==> config.mk <==
export PLATFORM = sky130hd
export DESIGN_NAME = digi_scan_decoder
export DESIGN_NICKNAME = d
export VERILOG_FILES = /design/src/rtl/digi_scan_decoder.sv
export SDC_FILE = /design/constraint.sdc
export NUM_CORES = 1
export LEC_CHECK = 0
export CELL_PAD_IN_SITES_DETAIL_PLACEMENT = 0
export CELL_PAD_IN_SITES_GLOBAL_PLACEMENT = 1
export CORE_MARGIN = 1.5
export CORE_UTILIZATION = 40
export DETAILED_ROUTE_END_ITERATION = 10
export HOLD_SLACK_MARGIN = 0.15
export PLACE_DENSITY_LB_ADDON = 0.2
export SETUP_SLACK_MARGIN = 0.05
export SYNTH_ARGS = -nofsm -noshare
export SYNTH_HDL_FRONTEND = slang
export SYNTH_SLANG_ARGS = --single-unit
==> constraint.sdc <==
create_clock -name clk_i -period 2.9 [get_ports clk_i]
set_input_delay 0.58 -clock clk_i [delete_from_list [all_inputs] [get_ports clk_i]]
set_output_delay 0.58 -clock clk_i [all_outputs]
set_load 0.01 [all_outputs]
==> src/rtl/digi_scan_decoder.sv <==
// digi_scan_decoder: recovers BCD digits from a multiplexed 4-digit 7-seg scan bus, publishing whole frames atomically
// Ports: clk_i clock; rst_ni async active-low reset; seg_i segments {dp,g..a}; sl_i active-low one-cold digit select;
//        digits_o 4 BCD nibbles (F=blank); dp_o decimal points; frame_done_o frame-update pulse; err_o error pulse;
//        locked_o high while acquiring frames
module digi_scan_decoder #(
  parameter int STABLE_CNT = 1,
  parameter int CNT_W      = 4
) (
  input  logic        clk_i,
  input  logic        rst_ni,
  input  logic [7:0]  seg_i,
  input  logic [3:0]  sl_i,
  output logic [15:0] digits_o,
  output logic [3:0]  dp_o,
  output logic        frame_done_o,
  output logic        err_o,
  output logic        locked_o
);
  typedef enum logic {S_SYNC, S_ACQ} state_e;
  localparam logic [CNT_W-1:0] STB = CNT_W'(STABLE_CNT);
  state_e state_q, state_d;
  logic [7:0] seg_s1_q, seg_s2_q, prev_seg_q;
  logic [3:0] sl_s1_q, sl_s2_q;
  logic [1:0] prev_k_q, k;
  logic [CNT_W-1:0] cnt_q, cnt_d;
  logic [3:0] seen_q, seen_d, seen_nx, dp_sh_q, dp_sh_d, dp_q, dp_d;
  logic [15:0] shadow_q, shadow_d, digits_q, digits_d;
  logic fd_q, fd_d, err_q, err_d;
  logic valid, gap, same, accept, ok;
  logic [3:0] val;
  function automatic logic [4:0] dec(input logic [6:0] p);
    case (p)
      7'h3F:        dec = 5'h10;
      7'h06:        dec = 5'h11;
      7'h5B:        dec = 5'h12;
      7'h4F:        dec = 5'h13;
      7'h66:        dec = 5'h14;
      7'h6D:        dec = 5'h15;
      7'h7D, 7'h7C: dec = 5'h16;
      7'h07:        dec = 5'h17;
      7'h7F:        dec = 5'h18;
      7'h6F, 7'h67: dec = 5'h19;
      7'h00:        dec = 5'h1F;
      default:      dec = 5'h00;
    endcase
  endfunction
  always_comb begin
    valid = (sl_s2_q == 4'b1110) || (sl_s2_q == 4'b1101) || (sl_s2_q == 4'b1011) || (sl_s2_q == 4'b0111);
    gap = sl_s2_q == 4'hF;
    k = !sl_s2_q[0] ? 2'd0 : !sl_s2_q[1] ? 2'd1 : !sl_s2_q[2] ? 2'd2 : 2'd3;
    {ok, val} = dec(seg_s2_q[6:0]);
    // a cleared counter means no prior sample to match (after reset, gap or error)
    same = (cnt_q != '0) && (k == prev_k_q) && (seg_s2_q == prev_seg_q);
    cnt_d = !valid ? '0 : !same ? CNT_W'(1) : (cnt_q == STB) ? cnt_q : cnt_q + CNT_W'(1);
    // fire only on the transition into STB so a long run accepts once
    accept = valid && (cnt_d == STB) && !(same && cnt_q == STB);
    seen_nx = seen_q | (4'b0001 << k);
  end
  always_comb begin
    state_d = state_q;
    seen_d = seen_q;
    shadow_d = shadow_q;
    dp_sh_d = dp_sh_q;
    digits_d = digits_q;
    dp_d = dp_q;
    fd_d = 1'b0;
    err_d = 1'b0;
    if (!valid && !gap) begin
      err_d = 1'b1;
      seen_d = '0;
      state_d = S_SYNC;
    end else if (accept) begin
      if (state_q == S_SYNC) begin
        if (k == 2'd0 && ok) begin
          shadow_d[3:0] = val;
          dp_sh_d[0] = seg_s2_q[7];
          seen_d = 4'b0001;
          state_d = S_ACQ;
        end
      end else if (!ok) begin
        err_d = 1'b1;
        seen_d = '0;
        state_d = S_SYNC;
      end else begin
        shadow_d[4*k +: 4] = val;
        dp_sh_d[k] = seg_s2_q[7];
        seen_d = seen_nx;
        if (seen_nx == 4'hF) begin
          digits_d = shadow_d;
          dp_d = dp_sh_d;
          fd_d = 1'b1;
          seen_d = '0;
        end
      end
    end
  end
  always_ff @(posedge clk_i or negedge rst_ni) begin
    if (!rst_ni) begin
      seg_s1_q <= '0;
      seg_s2_q <= '0;
      sl_s1_q <= 4'hF;
      sl_s2_q <= 4'hF;
      prev_seg_q <= '0;
      prev_k_q <= '0;
      cnt_q <= '0;
      state_q <= S_SYNC;
      seen_q <= '0;
      shadow_q <= 16'hFFFF;
      dp_sh_q <= '0;
      digits_q <= 16'hFFFF;
      dp_q <= '0;
      fd_q <= 1'b0;
      err_q <= 1'b0;
    end else begin
      seg_s1_q <= seg_i;
      seg_s2_q <= seg_s1_q;
      sl_s1_q <= sl_i;
      sl_s2_q <= sl_s1_q;
      if (valid) begin
        prev_seg_q <= seg_s2_q;
        prev_k_q <= k;
      end
      cnt_q <= cnt_d;
      state_q <= state_d;
      seen_q <= seen_d;
      shadow_q <= shadow_d;
      dp_sh_q <= dp_sh_d;
      digits_q <= digits_d;
      dp_q <= dp_d;
      fd_q <= fd_d;
      err_q <= err_d;
    end
  end
  assign digits_o = digits_q;
  assign dp_o = dp_q;
  assign frame_done_o = fd_q;
  assign err_o = err_q;
  assign locked_o = state_q == S_ACQ;
endmodule
# --- Word level (Yosys, flattened, before mapping) ---
# Cells that the tools add are included.
# W data, S select, Z words.
totals:
  register_bits: 85
  output_inout_bits: 23
  inputBits: 14
op_classes:
  reduce_logical: 26
  shifts: 3
  muxes: 37
  addsub: 2
  eq_ne: 23
  n_lt_le_gt_ge: 2
  bitwise: 2
op_table:
  columns: ["operator", "count"]
  rows:
  - ["$eq A7 B7 Y1 const B", 9]
  - ["$pmux W5 S11", 1]
  - ["$mux W4", 12]
  - ["$neg A4 Y34", 1]
  - ["$shift A4 B34 Y16 const A", 1]
  - ["$shiftx A4 B34 Y16", 1]
  - ["$eq A4 B4 Y1 const B", 5]
  - ["$mux W1", 19]
  - ["$bwmux W16", 1]
  - ["$eq A7 B3 Y1 const B", 2]
  - ["$eq A4 B1 Y1 const B", 2]
  - ["$eq A8 B8 Y1", 1]
  - ["$logic_and A1 B1 Y1", 8]
  - ["$reduce_and A4 Y1", 2]
  - ["$eq A7 B6 Y1 const B", 1]
  - ["$logic_not A7 Y1", 1]
  - ["$reduce_and A5 Y1", 1]
  - ["$add A4 B1 Y4 const B", 1]
  - ["$bwmux W4", 1]
  - ["$eq A4 B3 Y1 const B", 1]
  - ["$mux W2", 2]
  - ["$or A4 B4 Y4", 1]
  - ["$reduce_bool A2 Y1", 2]
  - ["$reduce_bool A4 Y1", 1]
  - ["13 further kinds", 18]

# --- Logic depth before layout (Yosys ltp) ---
logic_depth:
  depth_word: 13
  mapped_depth: 11
  depth_no_buf: 10

# --- Worst setup path after synthesis ---
# Ideal clock, no wire load.
synth_timing:
  path_kind: "flip-flop to flip-flop"
  startpoint: "register sl_s2_q[1]"
  endpoint: "register dp_q[0] (netlist: dp_o[0])"
  period_less_slack_ns: 2.546
  arrival_time_ns: 2.420
  stages_incl_launch_ff: 10
  slack_ns: 0.354
  n_path_buf: 2
  setup_ns: 0.125
  path_cell_list: "dfstp_2 buf_2 inv_1 o21ai_1 ha_1 o22ai_1 a211oi_1 nand4_4 buf_6 mux2_4"
synth_via:
  elab_chain_cells: 11
  word_cells_on_any_way: 34
  classes_between: "order compare: 2; eq/ne: 8; shift: 1; mux: 7; bitwise: 2; reduce/logical: 14"
synth_rtl:
  columns: ["item", "line", "source"]
  rows:
  - ["from (decl)", "23", "logic [3:0] sl_s1_q, sl_s2_q;"]
  - ["from (signal assigned)", "118", "sl_s2_q <= sl_s1_q;"]
  - ["$mux W2 (2 in series)", "50", "k = !sl_s2_q[0] ? 2'd0 : !sl_s2_q[1] ? 2'd1 : !sl_s2_q[2] ? 2'd2 : 2'd3;"]
  - ["$eq A2 B2 Y1", "53", "same = (cnt_q != '0) && (k == prev_k_q) && (seg_s2_q == prev_seg_q);"]
  - ["$logic_and A1 B1 Y1 (2 in series)", "53", null]
  - ["$mux W4 (2 in series)", "54", "cnt_d = !valid ? '0 : !same ? CNT_W'(1) : (cnt_q == STB) ? cnt_q : cnt_q + CNT_W'(1);"]
  - ["$eq A4 B1 Y1", "56", "accept = valid && (cnt_d == STB) && !(same && cnt_q == STB);"]
  - ["$logic_and A1 B1 Y1 (2 in series)", "56", null]
  - ["$reduce_and A5 Y1 (no line)", null, null]
  - ["to (signal assigned)", "129", "dp_q <= dp_d;"]
  - ["to (decl)", "26", "logic [3:0] seen_q, seen_d, seen_nx, dp_sh_q, dp_sh_d, dp_q, dp_d;"]
# Several ways; a longest one is shown, not always the timed one.
# A chain may end at the register's enable or synchronous reset.

# --- Worst setup path in the final report ---
layout_timing:
  startpoint: "register sl_s2_q[0]"
  endpoint: "register dp_q[3] (netlist: dp_o[3])"
layout_via:
  elab_chain_cells: 10
  word_cells_on_any_way: 33
  classes_between: "order compare: 2; eq/ne: 8; shift: 1; mux: 6; bitwise: 2; reduce/logical: 14"
layout_rtl:
  columns: ["item", "line", "source"]
  rows:
  - ["$mux W2 (*)", "50", null]
  - ["via k[1]", "24", "logic [1:0] prev_k_q, k;"]
  - ["$eq A2 B2 Y1", "53", null]
  - ["$logic_and A1 B1 Y1 (2 in series)", "53", null]
  - ["$mux W4 (2 in series)", "54", null]
  - ["$eq A4 B1 Y1", "56", null]
  - ["$logic_and A1 B1 Y1 (2 in series)", "56", null]
  - ["$reduce_and A5 Y1 (no line)", null, null]
# The timed path passes the listed nets; every way through them passes the cells marked *.

==> results.py <==
metrics = {
    "run_status": {
        "status": "completed",
    },
    "critical_path": {
        "r2r_slack_ns": 0.26,
        "required_ns": 3.15,
        "rr_startpoint": "sl_s2_q[0]$_DFF_PN1_",
        "critPathMaxFanout": 17,
        "critPathCaptureType": "register",
        "r2r_cells": 9,
        "arrival_ns": 2.89,
        "critPathKind": "register to register",
        "critPathLaunchType": "register",
        "rr_endpoint": "dp_o[3]$_DFFE_PN0P_",
    },
    "cells_and_area": {
        "nets": 427,
        "area_delta_synth_final_pct": 17.7,
        "utilization_pct": 48.3,
        "antennaDiodeCount": 0,
        "final_layout_size_suffix_gt1_share_pct": 27.5,
    },
    "synth": {
        "synth_edf_count": 0,
        "ys.flop_type": "dfrtp_1",
        "synthCells": 365,
        "synthDistinctLibCells": 58,
        "ys.warnings.count": 0,
        "synth_nets": 389,
        "synth.avg_cell_area_um2": 11.6,
        "syn-cell-area_mm2": 0.00422,
        "synth-seq-cells": 85,
        "ys_seq_area_share_pct": 51.6,
        "async_reset_ff_share_pct": 100,
    },
    "grt": {
        "grt_pass1_wl_mm": 13.9,
        "use_met1_pct": 22.1,
        "grtUsageMet2_pct": 24.6,
        "overflow": 0,
        "grt_use_total_pct": 16.2,
        "antenna_found_initial": 0,
        "grt_pass1_vias": 2705,
        "grtUsageMet3_pct": 2.97,
        "grt_start_max_net_pins": 79,
        "grt-busiest-layer": "met2",
    },
    "min_path": {
        "whs_endpoint": "seg_s2_q[7]$_DFF_PN0_",
        "worstHoldPathCells": 0,
        "min-delay-start": "seg_s1_q[7]$_DFF_PN0_",
        "hp-class": "register to register",
    },
    "detailed_routing": {
        "drc_errors": 0,
        "drt-vias-per-instance": 5.16,
        "via_count": 2805,
        "dr.pass1.iters": 4,
        "drt_iter0_markers": 102,
        "routed_wl_mm": 8.28,
        "antenna_left": 0,
        "detail_route.wl_per_cell_um": 15.2,
    },
    "die": {
        "dieArea_mm2": 0.0112,
        "fp.dieW_um": 106,
        "num_io_pins": 37,
        "initial_utilization_pct": 41.0,
        "fp.dieH_um": 106,
        "rows": 37,
        "core-area_mm2": 0.0103,
    },
    "sta": {
        "finalHoldViolations": 0,
        "min_period_ns": 2.64,
        "slew_violations": 0,
        "fin_skew_ns": 0.0103,
        "worst_slack_ns": 0.257,
        "setup_viol": 0,
        "tns_ns": 0,
        "worst_slew_pin_slew_ns": 0.964,
        "max-slew-margin-rel_pct": 35.7,
        "rsz0062_at_grt": "no",
        "holdWs_ns": 0.351,
        "period_share_pct": 91.1,
        "fmax_ghz": 0.378,
    },
    "clock_tree": {
        "clk_latency_ns": 0.36,
        "cts_num_sinks": 85,
        "tritoncts": "built",
        "h-tree-depth": 3,
        "cts_hold_buf": 0,
        "cts_root_buffer": "clkbuf_8",
        "clockBufferDepth": 2,
        "cts_buffers": 9,
        "clk_pin_slew_worst_paths_ns": 0.08,
    },
    "pwr": {
        "vdd_ir_drop_max_mv": 0.281,
        "p_per_area_mw_per_mm2": 509,
        "leakagePower_nw": 2.01,
        "total_power_mw": 2.52,
    },
    "run": {
        "drv_cap": 0,
    },
    "placed_design": {
        "gp_congestion": 0.873,
        "detailedPlace.worstSlack_ns": 0.271,
        "io_buffers": 36,
        "place_hpwl_mm": 5.71,
    },
}
## cell usage after synthesis, types with 3 or more instances
| master | number | area share [%] |
|---|---|---|
| o22ai_1 | 5 | 0.74 |
| nand3_1 | 6 | 0.71 |
| xor2_1 | 5 | 1.0 |
| buf_2 | 9 | 1.1 |
| inv_1 | 27 | 2.4 |
| o211ai_1 | 7 | 1.2 |
| mux2_4 | 20 | 7.1 |
| a21oi_1 | 13 | 1.5 |
| buf_4 | 3 | 0.53 |
| dfstp_2 | 40 | 25 |
| and3_1 | 4 | 0.59 |
| o21ai_0 | 43 | 5.1 |
| o21a_1 | 3 | 0.53 |
| mux2_2 | 16 | 4.3 |
| nand2_1 | 17 | 1.5 |
| buf_6 | 4 | 1.1 |
| ha_1 | 10 | 3.0 |
| nor2_1 | 11 | 0.98 |
| o2bb2ai_1 | 4 | 0.83 |
| nand4_1 | 4 | 0.59 |
| xnor2_1 | 8 | 1.7 |
| clkbuf_1 | 6 | 0.53 |
| dfrtp_1 | 45 | 27 |
| nand2b_1 | 11 | 1.6 |
## worst max-delay path, stage by stage (launching register included)
cell and delay, ns:
dfstp_2 0.67, nand2_1 0.21, inv_1 0.18, ha_1 0.25, o22ai_1 0.13, a211oi_1 0.21
buf_4 0.18, nand4_4 0.17, buf_12 0.23, mux2_4 0.30
## routing by layer
layer	up-vias	routed length, µm
met4	0	150
met5	-	0
met1	1385	4040
li1	1363	-
met2	47	3820
met3	10	266
## final cells by class
cell class / instances / area (µm²)
inverter: 27 / 101
fill: 998 / 5320
tap: 136 / 170
clock inverter: 3 / 67.6
sequential: 85 / 2180
timing repair buffer: 49 / 468
clock buffer: 13 / 169
multi-input combinational: 231 / 1810
## through the flow
stage,std cells,area (µm²)
5_1_grt,544,4960
4_1_cts,544,4960
3_3_place_gp,528,4720
6_report,544,4960
2_1_floorplan,365,4220
3_5_place_dp,528,4720
## registers in the layout (all words and copies together) (netlist names)
signal	flops
shadow_q	16
sl_s1_q	4
prev_k_q	2
seg_s1_q	8
err_o	1
cnt_q	4
seg_s2_q	8
dp_sh_q	4
frame_done_o	1
seen_q	4
sl_s2_q	4
dp_o	4
digits_o	16
locked_o	1
prev_seg_q	8
## how the worst max path moves through the flow
stage                                    endpoint                 start  slack, ns  cells past startpoint
final                         dp_o[3]$_DFFE_PN0P_  sl_s2_q[0]$_DFF_PN1_       0.26                      9
after global routing          dp_o[3]$_DFFE_PN0P_  sl_s2_q[0]$_DFF_PN1_       0.09                      9
after CTS                 shadow_q[5]$_DFFE_PN1P_    cnt_q[1]$_DFF_PN0_       0.25                      9
after detailed placement  shadow_q[5]$_DFFE_PN1P_    cnt_q[0]$_DFF_PN0_       0.27                      7
after global placement        dp_o[0]$_DFFE_PN0P_  sl_s2_q[0]$_DFF_PN1_       0.32                      9
after floorplan               dp_o[0]$_DFFE_PN0P_  sl_s2_q[1]$_DFF_PN1_       0.35                      9
## power breakdown
part | switching (mW) | internal, mW | leakage, nW
clock | 0.416 | 0.556 | 0.116
combinational | 0.130 | 0.119 | 0.910
sequential | 0.0532 | 1.25 | 0.980
## cells by family after synthesis
kind of cell	after synthesis	share of synthesized area [%]
mux	37	11.6
buf+inv	49	5.61
simple gates	75	10.6
fa+ha+maj	12	3.44
compound gates	94	14.4
xor+xnor	13	2.70
flops	85	51.6
## what timing repair did
| action | in CTS | in global routing |
|---|---|---|
| setup buffers | 0 | 0 |
| resized for setup | 0 | 1 |
| setup endpoints to repair | 0 | 5 |
## cell usage in the layout, fill, tap and decap left out, types with 10 or more instances in the layout
cell / instances
nor2_1: 11
o21ai_0: 43
dfrtp_1: 45
nand2_1: 17
inv_1: 27
mux2_2: 16
clkdlybuf4s50_1: 35
mux2_4: 20
nand2b_1: 11
dfstp_2: 40
clkbuf_8: 12
a21oi_1: 13
ha_1: 10
buf_4: 13
No activity file was read; power rests on OpenSTA's default activity.
==> RTL edit 1 (same settings) <==
Make the reset (`rst_ni`) synchronous in one clocked block. Comments in the files are not updated.
--- a/src/rtl/digi_scan_decoder.sv
+++ b/src/rtl/digi_scan_decoder.sv
@@ -96,3 +96,3 @@
   end
-  always_ff @(posedge clk_i or negedge rst_ni) begin
+  always_ff @(posedge clk_i) begin
     if (!rst_ni) begin
Behaviour: differs if rst_ni is asserted again (counterexample within 4 cycles, from zero or initial values and one cycle with rst_ni low); with rst_ni held inactive, the same outputs for 4 cycles.
==> RTL edit 1 against the original RTL <==
- utilization grew 0.96 points
- sequential cell count is the same
- critical path depth is the same
- count of clock-buffer cells in the layout shrank 3
- total power shrank 0.29%
- wire length grew 13%
- area after synthesis shrank 2.4%
- cell area shrank 2.1%
- combinational power grew 33%
- die area shrank 2.3%
- critical path type unchanged
- worst setup slack gained 0.21 ns
- sequential share of layout area shrank 8.8 points
==> RTL edit 1: results (changes against the original RTL) <==
| Metric | Value |
|---|---|
| Crit path largest cell delay | `0.49 ns (-0.18 ns)` |
| Met1 usage | `25.6% (+3.5 points)` |
| Share of async-settable or async-resettable flops after synthesis | `0% (-100 points)` |
| Number of instances on the worst hold path | `1 (+1)` |
| Worst-case register-to-register setup slack | `0.47 ns (+0.21 ns)` |
| Cell with the largest stage delay on the worst path | `sky130_fd_sc_hd__dfxtp_1` |
| Total GRT Usage | `18.2% (+2.0 points)` |
| Endpoint with the worst hold slack | `sl_s2_q[1]` |
| Switching power summed over all nets | `676 uW (+13%)` |
| Worst-path maximum fanout | `9 (-8)` |
| Detailed-route wire length per cell | `15.5 um (+1.9%)` |
| Nets | `491 (+15%)` |
| Final critical-path required period | `2.43 ns (-0.213 ns)` |
| Slew margin rel. | `61.8% (+26 points)` |
| Kind of cell with the highest combined delay on the critical path | `compound AO/OA/AOI/OAI gates` |
| Number of global-route vias before repair | `3088 (+14%)` |
| Placement-stage worst setup slack | `0.482 ns (+0.211 ns)` |
| Result of the run | `finished, final reports clean` |
| Met3 routing resource usage after global routing | `4.32% (+1.4 points)` |
| Hold slack final | `0.412 ns (+0.0605 ns)` |
| Global-route wire length before repair | `15900 um (+15%)` |
| Largest net degree at the start of global routing | `38 (-52%)` |
| Clock skew | `0.0127 ns (+0.00238 ns)` |
| Layout filler cell count | `918 (-8.0%)` |
| Global placement routability congestion | `0.849 (-2.7%)` |
| Dpl cell area | `4630 um2 (-2.0%)` |
| Routed wl met3 | `434 um (+63%)` |
| Placed cell count | `588 (+11%)` |
| Crit path arrival time | `2.71 ns (-0.18 ns)` |
-- RTL edit 1: changes by cell type after synthesis, sizes merged, moves of 18 or more --
cell / delta
dfxtp: +85
and2: +20
mux2: -32
o21ai: -18
nand3: +22
dfstp: -40
dfrtp: -45
-- RTL edit 1: cells by family after synthesis --
group / count (synthesis) / synth area share [%]
adder cells (fa/ha/maj): 12 / 3.59
multiplexers: 19 / 5.05
AO/OA/AOI/OAI: 115 / 20.8
XOR/XNOR: 15 / 3.19
flip-flops: 85 / 41.3
buffers and inverters: 58 / 6.81
AND/OR/NAND/NOR: 128 / 19.2
-- RTL edit 1: layout make-up --
cell class                      count  area [um2]  area share [%]
Timing Repair Buffer               51         505            10.4
Clock inverter                      6        92.6            1.91
Clock buffer                       10         138            2.83
Inverter                           30         113            2.32
Tap cell                          133         166            3.43
Multi-Input combinational cell    289        2140            44.1
Sequential cell                    85        1700            35.0
==> RTL edit 2 (same flow settings) <==
Made on the original files. Set the parameter `CNT_W` to 5 (it was 4).
--- a/src/rtl/digi_scan_decoder.sv
+++ b/src/rtl/digi_scan_decoder.sv
@@ -6,3 +6,3 @@
   parameter int STABLE_CNT = 1,
-  parameter int CNT_W      = 4
+  parameter int CNT_W      = 5
 ) (
Formal check against the unedited RTL: no difference found for any inputs over 4 cycles, from zero or initial values and one cycle with rst_ni low; that may be too few to reach the edited logic, so the function may still have changed.
==> RTL edit 2 against the original RTL <==
- wire length grew 2.7%
- sequential share of layout area grew 1.7 points
- sequential cell count is 1 higher
- worst setup slack better by 0.062 ns
- combinational power shrank 2%
- area after synthesis shrank 0.33%
- cell area shrank 2.6%
- total power is 5.1% lower
- clock skew up 0.0016 ns
- via count rose by 1.1%
- fmax rose by 2.4%
==> RTL edit 2: results (changes against the original RTL) <==
| Metric | Value |
|---|---|
| Sequential fraction of the synthesis area | `52.4% (+0.76 points)` |
| Met3 routing resource usage after global routing | `3.65% (+0.68 points)` |
| Routed Wire Length | `8500 um (+2.7%)` |
| Global-route wire length before repair | `14500 um (+4.4%)` |
| Worst-path maximum fanout | `21 (+4)` |
| Nets | `415 (-2.8%)` |
| Unique cell type count in the Yosys netlist | `57 (-1.7%)` |
| Leakage power figure | `0.00185 uW (-7.8%)` |
| Final cell count without fillers | `531 (-2.4%)` |
| Worst IR drop on VDD | `286 uV (+1.7%)` |
| Total GRT Usage | `16.9% (+0.76 points)` |
| Netlist area before placement | `4200 um2 (-0.33%)` |
| Hold slack final | `0.308 ns (-0.0431 ns)` |
| Crit path arrival time | `2.87 ns (-0.02 ns)` |
| Number of global-route vias before repair | `2788 (+3.1%)` |
| Layout filler cell count | `979 (-1.9%)` |
| Starting DRC count in detailed routing | `86 (-16%)` |
| Largest net degree at the start of global routing | `65 (-18%)` |
| Dpl cell area | `4630 um2 (-1.8%)` |
| Share of post-route cells with drive strength above 1 | `27.3% (-0.11 points)` |
| Kind of cell with the highest combined delay on the critical path | `simple AND/OR/NAND/NOR gates` |
| Crit path largest cell delay | `0.58 ns (-0.09 ns)` |
| TritonRoute pass-1 iters | `5 (+1)` |
| Result of the run | `finished, final reports clean` |
| Global placement routability congestion | `0.816 (-6.5%)` |
| Worst min path class | `input pin to async pin` |
-- RTL edit 2: final cells by class --
| type | count | area, um2 | area share (%) |
|---|---|---|---|
| Timing Repair Buffer | 45 | 425 | 8.80 |
| Inverter | 24 | 90.1 | 1.86 |
| Sequential cell | 86 | 2200 | 45.6 |
| Multi-Input combinational cell | 224 | 1750 | 36.1 |
| Clock buffer | 9 | 124 | 2.56 |
| Clock inverter | 7 | 73.8 | 1.53 |
| Tap cell | 136 | 170 | 3.52 |
-- RTL edit 2: worst paths after layout --
| kind | start | cells after the start | end |
|---|---|---|---|
| worst max-delay path | sl_s2_q[2] | 8 | digits_o[0] |
| worst min-delay path | rst_ni | 1 | cnt_q[2] |
| worst max register to register | sl_s2_q[2] | 8 | digits_o[0] |
| worst min register to register | seg_s1_q[1] | 0 | seg_s2_q[1] |
| max in group asynchronous | rst_ni | 2 | shadow_q[5] |
| min in group clk_i | seg_s1_q[1] | 0 | seg_s2_q[1] |
-- RTL edit 2: cells by family (layout without fill, tap and decap cells) --
| group | Yosys count | after routing | share of synthesized area (%) |
|---|---|---|---|
| AOI/OAI and AO/OA | 84 | 84 | 13.5 |
| and+or+nand+nor | 79 | 79 | 10.6 |
| DFF | 86 | 86 | 52.4 |
| xor gates and xnor gates | 14 | 14 | 2.92 |
| muxes | 36 | 36 | 11.3 |
| adders and majority gates | 11 | 11 | 3.27 |
| buffers and inverters | 43 | 85 | 6.04 |
-- RTL edit 2: layer usage --
metal	up-vias	part of all wire, %
met5	-	0
met4	0	1.1
met3	9	3.8
met2	64	45
met1	1422	50
li1	1342	-
-- RTL edit 2: report_power, final --
part	internal, uW	switching [uW]	leakage, uW
logic	113	132	0.000767
registers	1260	47.6	0.000994
clock network	399	443	0.0000879
total	1770	623	0.00185
